## config.mk

```make
export PLATFORM = sky130hd
export DESIGN_NAME = sub_serial
export DESIGN_NICKNAME = d
export VERILOG_FILES = /design/src/rtl/sub_serial.sv
export SDC_FILE = /design/constraint.sdc
export NUM_CORES = 1
export LEC_CHECK = 0
export ABC_CLOCK_PERIOD_IN_PS = 1700
export CORE_MARGIN = 2
export CORE_UTILIZATION = 29
export CTS_CLUSTER_SIZE = 25
export DETAILED_ROUTE_END_ITERATION = 10
export SLEW_MARGIN = 20
export SYNTH_ARGS = -nofsm -noshare
export SYNTH_HDL_FRONTEND = slang
export SYNTH_SLANG_ARGS = --single-unit
```

## constraint.sdc

```tcl
create_clock -name clk -period 1.7 [get_ports clk]
set_input_delay 0.17 -clock clk [delete_from_list [all_inputs] [get_ports clk]]
set_output_delay 0.17 -clock clk [all_outputs]
set_load 0.02 [all_outputs]
```

## src/rtl/sub_serial.sv

```systemverilog
// Bit-serial WIDTH-bit subtractor (a - b), LSB-first through one full-subtractor cell.
// Optional signed-overflow output enabled by defining SUB_SERIAL_OVF_EN.
module sub_serial #(
    parameter int WIDTH = 8
) (
    input  logic             clk,
    input  logic             reset,
    input  logic             start,
    input  logic [WIDTH-1:0] a,
    input  logic [WIDTH-1:0] b,
    output logic             busy,
    output logic             done,
    output logic [WIDTH-1:0] result,
    output logic             bout
`ifdef SUB_SERIAL_OVF_EN
    ,
    output logic             ovf
`endif
);

    localparam int CW = (WIDTH > 1) ? $clog2(WIDTH) : 1;
    localparam logic [CW-1:0] LAST_BIT = CW'(WIDTH - 1);

    typedef enum logic [1:0] {
        S_IDLE,
        S_RUN,
        S_DONE
    } state_t;

    state_t           state_q;
    logic [WIDTH-1:0] sa_q;
    logic [WIDTH-1:0] sb_q;
    logic             brw_q;
    logic [CW-1:0]    cnt_q;
    logic [WIDTH-1:0] result_q;
    logic             busy_q;
    logic             done_q;
    logic             bout_q;

    logic             diff_d;
    logic             brw_d;

    // Single full-subtractor cell working on the current LSBs.
    always_comb begin
        diff_d = sa_q[0] ^ sb_q[0] ^ brw_q;
        brw_d  = (~sa_q[0] & sb_q[0]) | (~(sa_q[0] ^ sb_q[0]) & brw_q);
    end

`ifdef SUB_SERIAL_OVF_EN
    logic ovf_q;
    logic ovf_d;

    // On the last bit cycle sa_q[0]/sb_q[0] are the operand sign bits and diff_d is the result sign.
    always_comb begin
        ovf_d = (sa_q[0] != sb_q[0]) & (diff_d != sa_q[0]);
    end
`endif

    always_ff @(posedge clk) begin
        if (reset) begin
            state_q  <= S_IDLE;
            sa_q     <= '0;
            sb_q     <= '0;
            brw_q    <= 1'b0;
            cnt_q    <= '0;
            result_q <= '0;
            busy_q   <= 1'b0;
            done_q   <= 1'b0;
            bout_q   <= 1'b0;
`ifdef SUB_SERIAL_OVF_EN
            ovf_q    <= 1'b0;
`endif
        end else begin
            case (state_q)
                S_IDLE, S_DONE: begin
                    done_q <= 1'b0;
                    if (start) begin
                        state_q <= S_RUN;
                        sa_q    <= a;
                        sb_q    <= b;
                        brw_q   <= 1'b0;
                        cnt_q   <= '0;
                        busy_q  <= 1'b1;
                    end else begin
                        state_q <= S_IDLE;
                    end
                end
                S_RUN: begin
                    result_q <= {diff_d, result_q[WIDTH-1:1]};
                    sa_q     <= sa_q >> 1;
                    sb_q     <= sb_q >> 1;
                    brw_q    <= brw_d;
                    if (cnt_q == LAST_BIT) begin
                        cnt_q   <= '0;
                        state_q <= S_DONE;
                        busy_q  <= 1'b0;
                        done_q  <= 1'b1;
                        bout_q  <= brw_d;
`ifdef SUB_SERIAL_OVF_EN
                        ovf_q   <= ovf_d;
`endif
                    end else begin
                        cnt_q <= cnt_q + 1'b1;
                    end
                end
                default: begin
                    state_q <= S_IDLE;
                    busy_q  <= 1'b0;
                    done_q  <= 1'b0;
                end
            endcase
        end
    end

    assign busy   = busy_q;
    assign done   = done_q;
    assign result = result_q;
    assign bout   = bout_q;
`ifdef SUB_SERIAL_OVF_EN
    assign ovf    = ovf_q;
`endif

endmodule

```

==> flow_metrics.env, run 1 <==
export IMPL_outcome="complete, no violations"
export IMPL_path_class="register to output pin"
export IMPL_first_iter_violations=78
export IMPL_end_kind="output pin"
export IMPL_hp_start="b[7]"
export IMPL_area_growth_pct=29.3
export IMPL_rsz0062_at_grt="no"
export IMPL_critPathMaxStageDelay_ps=610
export IMPL_synth_warnings=0
export IMPL_drive_above_1_share_pct=4.66
export IMPL_cts_root_buf="clkbuf_8"
export IMPL_comb_power_share_pct=14.1
export IMPL_yosysSeqAreaShare_pct=48.0
export IMPL_cp_top_family="buffers and inverters"
export IMPL_sequentialPowerShare_pct=51.8
export IMPL_worstRegToRegCells=4
export IMPL_antenna_found_initial=0
export IMPL_avgViaCountPerCell=4.73
export IMPL_hold_viol_final=0
export IMPL_max_slew_worst_pin_slew_ps=437
export IMPL_fin_crit_ps=1420
export IMPL_grt_max_degree=46
export IMPL_post_place_ws_ps=137
export IMPL_start_util_pct=29.5
export IMPL_grt_pass1_wl_mm=5.09
export IMPL_grt_use_met2_pct=20.6
export IMPL_coreArea_um2=4660
export IMPL_intPower_mw=1.22
export IMPL_relSlewSlack_pct=70.8
export IMPL_peakVddDrop_mv=0.476
export IMPL_drt_pre_antenna_iters=4
export IMPL_drc=0
export IMPL_met3_usage_pct=5.80
export IMPL_grt_overflow=0
export IMPL_seq_area_um2=661
export IMPL_clockBufferDepth=2
export IMPL_cts_resized=0
export IMPL_clkLatencyLatePin_ps=280
export IMPL_crit_required_ps=1530
export IMPL_gp_congestion=0.760
export IMPL_fin_hold_ws_ps=446
export IMPL_power_density_nw_per_um2=919
export IMPL_final_common_cell="nand2_1"
export IMPL_num_fill_cells=488
export IMPL_cts_tree="done"
export IMPL_h_tree_depth=2
export IMPL_setup_tns_ps=0
export IMPL_maxCapViolations=0
export IMPL_track_usage_pct=12.6
export IMPL_clk_pin_slew_ps=70
export IMPL_clock_sinks=33
export IMPL_wl_per_cell_um=12.0
export IMPL_post_cts_buffers=0
export IMPL_setup_viol=0
export IMPL_synth_area_um2=1380
export IMPL_p_leak_nw=0.650
export IMPL_synthCells=166
export IMPL_fin_util_pct=38.2
export IMPL_worst_slack_ps=281
export IMPL_worstReg2RegStart="state_q[0]$_SDFFE_PP0P_"
export IMPL_boundaryPins=30
export IMPL_die_height_um=72.9
export IMPL_cp_max_fo=3
export IMPL_multi_input_area_um2=614
export IMPL_antenna_left=0
export IMPL_crit_buf_inv=1
export IMPL_clock_fmax_ghz=0.705
export IMPL_finClkSkew_ps=4.40
export IMPL_slowest_stage="clkdlybuf4s50_1"
export IMPL_grt_pass1_vias=1164
export IMPL_busiest_layer="met2"
export IMPL_holdBufCountCts=0
export IMPL_synth_fp_nets=189
export IMPL_dp_hpwl_mm=1.86
export IMPL_via_count=1169
export IMPL_nets=215
export IMPL_post_dp_cell_area_um2=1700
export IMPL_fin_area_um2=1780
export IMPL_ys_types=23
export IMPL_min_period_over_period_pct=83.5
export IMPL_reg2reg_slack_ps=390
export IMPL_avgSynthCellArea_um2=8.29
export IMPL_die_area_um2=5310
export IMPL_die_w_um=72.9
export IMPL_io_buffers=29
export IMPL_num_rows=25
export IMPL_power_frac_clock_pct=34.1
export IMPL_startpoint_type="register"
export IMPL_hold_path_class="input port to register"
export IMPL_crit_arrival_ps=1250
export IMPL_swShare_pct=25.3
export IMPL_antenna_cells=0
export IMPL_mostFrequentLayoutCells="48 x nand2_1, 33 x dfxtp_1, 29 x clkdlybuf4s50_1"
export IMPL_cts_made_buffers=5
export IMPL_drv_slew=0
export IMPL_worstPathCellList="clkdlybuf4s50_1"
export IMPL_crit_cells=1
export IMPL_ys_ff_latch=33
export IMPL_crit_path_start="result[6]$_SDFFE_PP0N_"
export IMPL_met1_usage_pct=14.3
export IMPL_net_switching_power_mw=0.413
export IMPL_wirelength_mm=2.96
export IMPL_holdPathStages=3
==> synth_stat cells <==
cell type | instances | area, µm²
or2b_1 | 1 | 7.51
a21oi_1 | 14 | 70.1
inv_1 | 3 | 11.3
and2b_1 | 1 | 7.51
nor4b_1 | 1 | 8.76
a31oi_1 | 1 | 6.26
nand2b_1 | 2 | 12.5
nor3b_1 | 1 | 7.51
nor2_1 | 19 | 71.3
nor3_1 | 1 | 5.00
ha_1 | 3 | 37.5
a311oi_1 | 15 | 131
clkbuf_1 | 4 | 15.0
nor2b_1 | 1 | 6.26
o21a_1 | 1 | 7.51
nand2_1 | 48 | 180
buf_6 | 2 | 22.5
dfxtp_1 | 33 | 661
fa_1 | 1 | 20.0
nand3_1 | 5 | 25.0
buf_2 | 3 | 15.0
o32a_1 | 1 | 10.0
buf_4 | 5 | 37.5
==> cell families after synthesis <==
| kind of cell | after synthesis | share of synthesized area (%) |
|---|---|---|
| simple gates | 80 | 24.1 |
| flops | 33 | 48.0 |
| compound gates | 32 | 16.4 |
| buf+inv | 17 | 7.36 |
| fa+ha+maj | 4 | 4.18 |
==> registers in the layout, indices dropped and copies added (netlist names) <==
signal,flops
result,8
sa_q,8
sb_q,8
cnt_q,3
state_q,2
bout,1
brw_q,1
busy,1
done,1
==> path summary, 6_finish.rpt <==
check / end
max: result[6]
min: sb_q[7]$_SDFFE_PP0P_
min reg2reg: result[0]$_SDFFE_PP0N_
max reg2reg: sb_q[0]$_SDFFE_PP0P_
==> metrics by stage <==
step	power [mW]	instances
2_1_floorplan	1.01	166
3_3_place_gp	1.10	239
3_5_place_dp	1.10	239
4_1_cts	1.67	247
5_1_grt	1.73	247
6_report	1.63	247
==> metal layers <==
| metal | vias to the layer above | part of all wire (%) |
|---|---|---|
| li1 | 613 | - |
| met1 | 533 | 48 |
| met2 | 21 | 47 |
| met3 | 2 | 5.2 |
| met4 | 0 | 0.47 |
| met5 | - | 0 |
==> cell type report <==
class                           count  share of cell area (%)
Clock buffer                        8                    4.50
Tap cell                           54                    3.80
Inverter                            3                   0.633
Sequential cell                    33                    37.1
Timing Repair Buffer               33                    19.4
Multi-Input combinational cell    116                    34.5
==> power by group through the flow <==
stage          Sequential (mW)  Combinational [mW]  Clock (mW)
5_1_grt                  0.853               0.262       0.616
6_report                 0.847               0.231       0.557
4_1_cts                  0.847               0.235       0.584
2_1_floorplan            0.864               0.151           0
3_5_place_dp             0.863               0.235           0
3_3_place_gp             0.864               0.231           0
Note: power is estimated with default switching activity, not from simulation.
==> run 2, diff against run 1 <==
--- a/config.mk
+++ b/config.mk
@@ -5,7 +5,7 @@
 export SDC_FILE = /design/constraint.sdc
 export NUM_CORES = 1
 export LEC_CHECK = 0
-export ABC_CLOCK_PERIOD_IN_PS = 1700
+export ABC_CLOCK_PERIOD_IN_PS = 1400
 export CORE_MARGIN = 2
 export CORE_UTILIZATION = 29
 export CTS_CLUSTER_SIZE = 25
==> constraint.sdc (replaced) <==
create_clock -name clk -period 1.4 [get_ports clk]
set_input_delay 0.14 -clock clk [delete_from_list [all_inputs] [get_ports clk]]
set_output_delay 0.14 -clock clk [all_outputs]
set_load 0.02 [all_outputs]
==> run 2 against run 1 <==
  * Setup slack worse by 230 ps
  * Non-clock buffer count is 3 higher
  * Sequential power is 22% higher
  * Critical path depth stayed put
  * Register-to-register slack worse by 220 ps
  * Worst hold slack worse by 28 ps
  * Clock skew hardly changed
  * Power is 24% higher
  * First-iteration DRC count is 7.7% higher
  * Die area stayed put
  * Combinational power is 25% higher
  * Clock power is 27% higher
  * Critical path type unchanged
  * Critical endpoint is now done
  * Largest cell class unchanged
  * Largest power group unchanged
==> flow_metrics.env, run 2 (synthesis results as in run 1) <==
export IMPL_outcome="complete, no violations"
export IMPL_die_area_um2=5310
export IMPL_first_iter_violations=84
export IMPL_coreArea_um2=4660
export IMPL_gp_congestion=0.716
export IMPL_via_count=1169
export IMPL_final_common_cell="nand2_1"
export IMPL_worstPathCellList="clkdlybuf4s50_1"
export IMPL_maxCapViolations=0
export IMPL_clockBufferDepth=2
export IMPL_io_buffers=29
export IMPL_rsz0062_at_grt="no"
export IMPL_cp_max_fo=2
export IMPL_post_cts_buffers=0
export IMPL_met2_length_mm=1.36
export IMPL_worstRegToRegCells=5
export IMPL_hold_path_class="input port to register"
export IMPL_num_rows=25
export IMPL_clk_pin_slew_ps=60
export IMPL_slowest_stage="clkdlybuf4s50_1"
export IMPL_dp_hpwl_mm=1.90
export IMPL_drv_slew=0
export IMPL_clkLatencyLatePin_ps=280
export IMPL_antenna_found_initial=0
export IMPL_post_dp_cell_area_um2=1720
export IMPL_setup_viol=0
export IMPL_grt_overflow=0
export IMPL_drive_above_1_share_pct=6.67
export IMPL_antenna_left=0
export IMPL_startpoint_type="register"
export IMPL_power_density_nw_per_um2=1110
export IMPL_clock_sinks=33
export IMPL_wl_met1_mm=1.35
export IMPL_fin_area_um2=1820
export IMPL_antenna_cells=0
export IMPL_track_usage_pct=12.0
export IMPL_holdPathStages=3
export IMPL_fin_util_pct=39.0
export IMPL_h_tree_depth=2
export IMPL_min_period_over_period_pct=96.3
export IMPL_max_slew_worst_pin_slew_ps=243
export IMPL_holdBufCountCts=0
export IMPL_wl_per_cell_um=11.8
export IMPL_setup_tns_ps=0
export IMPL_die_height_um=72.9
export IMPL_mostFrequentLayoutCells="48 x nand2_1, 33 x dfxtp_1, 20 x clkdlybuf4s50_1"
export IMPL_routed_top_layer="met4"
export IMPL_crit_required_ps=1260
export IMPL_end_kind="output pin"
export IMPL_crit_cells=1
export IMPL_path_class="register to output pin"
export IMPL_cts_tree="done"
export IMPL_die_w_um=72.9
export IMPL_boundaryPins=30
export IMPL_grt_pass1_vias=1100
export IMPL_start_util_pct=29.5
export IMPL_avgViaCountPerCell=4.69
export IMPL_p_leak_nw=0.793
export IMPL_area_growth_pct=32.2
export IMPL_cts_root_buf="clkbuf_8"
export IMPL_cts_made_buffers=5
export IMPL_drc=0
export IMPL_critPathMaxStageDelay_ps=610
export IMPL_route_met3_wl_um=207
export IMPL_fin_crit_ps=1350
export IMPL_finClkSkew_ps=4.48
export IMPL_drt_pre_antenna_iters=4
export IMPL_peakVddDrop_mv=0.514
export IMPL_cp_top_family="buffers and inverters"
export IMPL_nets=218
export IMPL_relSlewSlack_pct=83.6
export IMPL_clock_fmax_ghz=0.741
export IMPL_fin_hold_ws_ps=418
export IMPL_crit_buf_inv=1
export IMPL_wirelength_mm=2.94
export IMPL_grt_max_degree=46
export IMPL_crit_arrival_ps=1210
export IMPL_grt_pass1_wl_mm=4.80
export IMPL_hold_viol_final=0
run 2: cell count changes in the layout (fill, tap and decap cells not counted):
cell / delta
clkdlybuf4s50_1: -9
dlymetal6s2s_1: +6
buf_4: +3
dlygate4sd2_1: +3
clkbuf_1: -2
clkbuf_8: +1
run 2: final cells by class:
type	instances	area, µm²
fillers	487	2840
flip-flops and latches	33	661
multi-input cells	116	614
repair buffers	36	379
clock buffers	7	86.3
well taps	54	67.6
inverters	3	11.3
run 2: worst min-delay path, delay by kind of cell:
family	cells	cell delay, ps
buffers and inverters	1	400
and+or+nand+nor	1	60
AOI/OAI and AO/OA	1	50
run 2: repair_timing:
item                                    CTS  global route
endpoints found under the setup margin    3             6
resized for setup                         3             6
pin swaps                                 0             0
run 2: final timing paths:
kind	startpoint	endpoint	slack, ps
worst min-delay path	b[7]	sb_q[7]$_SDFFE_PP0P_	420
worst max-delay path	done$_SDFFE_PP0N_	done	50
worst min register to register	result[0]$_SDFFE_PP0N_	result[0]$_SDFFE_PP0N_	460
worst max register to register	cnt_q[0]$_SDFFE_PP0P_	cnt_q[0]$_SDFFE_PP0P_	170
run 2: metrics by stage:
step	power, mW	instances	setup WS (ps)
2_1_floorplan	1.23	166	264
3_3_place_gp	1.34	242	6.71
3_5_place_dp	1.35	242	-2.71
4_1_cts	2.06	249	0.815
5_1_grt	2.14	249	6.31
6_report	2.02	249	51.2
run 2: report_power, final:
part	internal [mW]	leakage, nW	total [mW]	switching (mW)
Clock	0.390	0.0443	0.708	0.319
Combinational	0.141	0.479	0.289	0.148
Sequential	0.996	0.270	1.03	0.0322
run 2: per-layer routing:
layer / GRT usage, % / up-vias
met2: 19.7 / 34
met3: 5.66 / 2
met4: 3.70 / 0
li1: - / 620
met1: 13.8 / 513
met5: 0 / -
==> run 3, diff against run 2 <==
--- a/config.mk
+++ b/config.mk
@@ -6,10 +6,12 @@
 export NUM_CORES = 1
 export LEC_CHECK = 0
 export ABC_CLOCK_PERIOD_IN_PS = 1400
+export CAP_MARGIN = 30
 export CORE_MARGIN = 2
 export CORE_UTILIZATION = 29
 export CTS_CLUSTER_SIZE = 25
 export DETAILED_ROUTE_END_ITERATION = 10
+export MAX_ROUTING_LAYER = met4
 export SLEW_MARGIN = 20
 export SYNTH_ARGS = -nofsm -noshare
 export SYNTH_HDL_FRONTEND = slang
==> run 3 against run 2 <==
  * Register-to-register slack barely moved
  * Count of clock-buffer cells in the layout did not move
  * Core utilization did not move
  * First-iteration DRC count rose by 1.2%
  * Routed wire length rose by 0.58%
  * Combinational power barely moved
  * Non-clock buffer count did not move
  * Via count did not move
  * Clock skew rose by 1.3 ps
  * Final area did not move
  * Critical path depth did not move
  * Sequential power barely moved
  * Largest cell class unchanged
==> flow_metrics.env, run 3 (synthesis results as in run 1) <==
export IMPL_outcome="complete, no violations"
export IMPL_coreArea_um2=4660
export IMPL_antenna_left=0
export IMPL_drive_above_1_share_pct=6.67
export IMPL_slowest_stage="clkdlybuf4s50_1"
export IMPL_cts_tree="done"
export IMPL_grt_overflow=0
export IMPL_drv_slew=0
export IMPL_cts_made_buffers=5
export IMPL_p_leak_nw=0.793
export IMPL_die_area_um2=5310
export IMPL_hold_viol_final=0
export IMPL_mostFrequentLayoutCells="48 x nand2_1, 33 x dfxtp_1, 20 x clkdlybuf4s50_1"
export IMPL_nets=218
export IMPL_power_density_nw_per_um2=1110
export IMPL_start_util_pct=29.5
export IMPL_avgViaCountPerCell=4.69
export IMPL_grt_pass1_vias=1102
export IMPL_grt_pass1_wl_mm=4.80
export IMPL_clockBufferDepth=2
export IMPL_startpoint_type="register"
export IMPL_boundaryPins=30
export IMPL_maxCapViolations=0
export IMPL_stdcell_count=249
export IMPL_peakVddDrop_mv=0.514
export IMPL_antenna_cells=0
export IMPL_clock_sinks=33
export IMPL_via_count=1169
export IMPL_end_kind="output pin"
export IMPL_grt_max_degree=46
export IMPL_wl_met1_mm=1.38
export IMPL_wl_per_cell_um=11.9
export IMPL_fin_area_um2=1820
export IMPL_drt_pre_antenna_iters=4
export IMPL_max_slew_worst_pin_slew_ps=243
export IMPL_relSlewSlack_pct=83.6
export IMPL_drc=0
export IMPL_setup_viol=0
export IMPL_worstPathCellList="clkdlybuf4s50_1"
export IMPL_die_w_um=72.9
export IMPL_min_period_over_period_pct=96.3
export IMPL_num_rows=25
export IMPL_hold_path_class="input port to register"
export IMPL_route_met3_wl_um=192
export IMPL_crit_arrival_ps=1210
export IMPL_clkLatencyLatePin_ps=280
export IMPL_rsz0062_at_grt="no"
export IMPL_dp_cells=242
export IMPL_antenna_found_initial=0
export IMPL_post_place_ws_ps=-2.71
export IMPL_path_class="register to output pin"
export IMPL_die_height_um=72.9
export IMPL_cp_max_fo=2
export IMPL_crit_buf_inv=1
export IMPL_dp_hpwl_mm=1.90
export IMPL_cp_top_family="buffers and inverters"
export IMPL_critPathMaxStageDelay_ps=610
export IMPL_fin_hold_ws_ps=418
export IMPL_met2_length_mm=1.36
export IMPL_fin_util_pct=39.0
export IMPL_clock_fmax_ghz=0.741
export IMPL_crit_required_ps=1260
export IMPL_track_usage_pct=12.3
export IMPL_routed_top_layer="met4"
export IMPL_finClkSkew_ps=5.74
export IMPL_clk_pin_slew_ps=60
export IMPL_area_growth_pct=32.2
export IMPL_holdBufCountCts=0
export IMPL_first_iter_violations=85
export IMPL_fin_crit_ps=1350
export IMPL_h_tree_depth=2
export IMPL_wirelength_mm=2.96
export IMPL_io_buffers=29
export IMPL_final_common_cell="nand2_1"
export IMPL_gp_congestion=0.724
export IMPL_worst_slack_ps=51.4
export IMPL_cts_root_buf="clkbuf_8"
export IMPL_post_dp_cell_area_um2=1720
[run 3: metal layers]
| metal | track usage, % | vias up |
|---|---|---|
| met1 | 13.8 | 516 |
| met4 | 3.70 | 0 |
| met2 | 19.7 | 31 |
| li1 | - | 620 |
| met3 | 5.66 | 2 |
| met5 | - | - |
[run 3: layout make-up]
type / instances / area (µm²)
fill: 487 / 2840
sequential: 33 / 661
multi-input combinational: 116 / 614
timing repair buffer: 36 / 379
clock buffer: 7 / 86.3
tap: 54 / 67.6
inverter: 3 / 11.3
[run 3: what timing repair did]
action	in CTS	in global routing
resized for setup	3	6
setup endpoints to repair	3	6
setup buffers	0	0
gates cloned	0	0
[run 3: per-stage QoR]
stage / setup TNS, ps / power (mW)
floorplan: 0 / 1.23
global placement: 0 / 1.34
detailed placement: -6.41 / 1.35
CTS: 0 / 2.06
global route: 0 / 2.14
finish: 0 / 2.03
[run 3: path summary, 6_finish.rpt]
check                                            start                endpoint  slack [ps]  cells after the start
worst max-delay path                 done$_SDFFE_PP0N_                    done          50                      1
worst min-delay path                              b[7]    sb_q[7]$_SDFFE_PP0P_         420                      3
worst max register to register   cnt_q[0]$_SDFFE_PP0P_   cnt_q[0]$_SDFFE_PP0P_         170                      5
worst min register to register  result[0]$_SDFFE_PP0N_  result[0]$_SDFFE_PP0N_         460                      2
[run 3: report_power, final]
group          internal [mW]  leakage [nW]  switching [mW]
clock network          0.390        0.0443           0.320
logic                  0.141         0.479           0.149
registers              0.996         0.270          0.0323
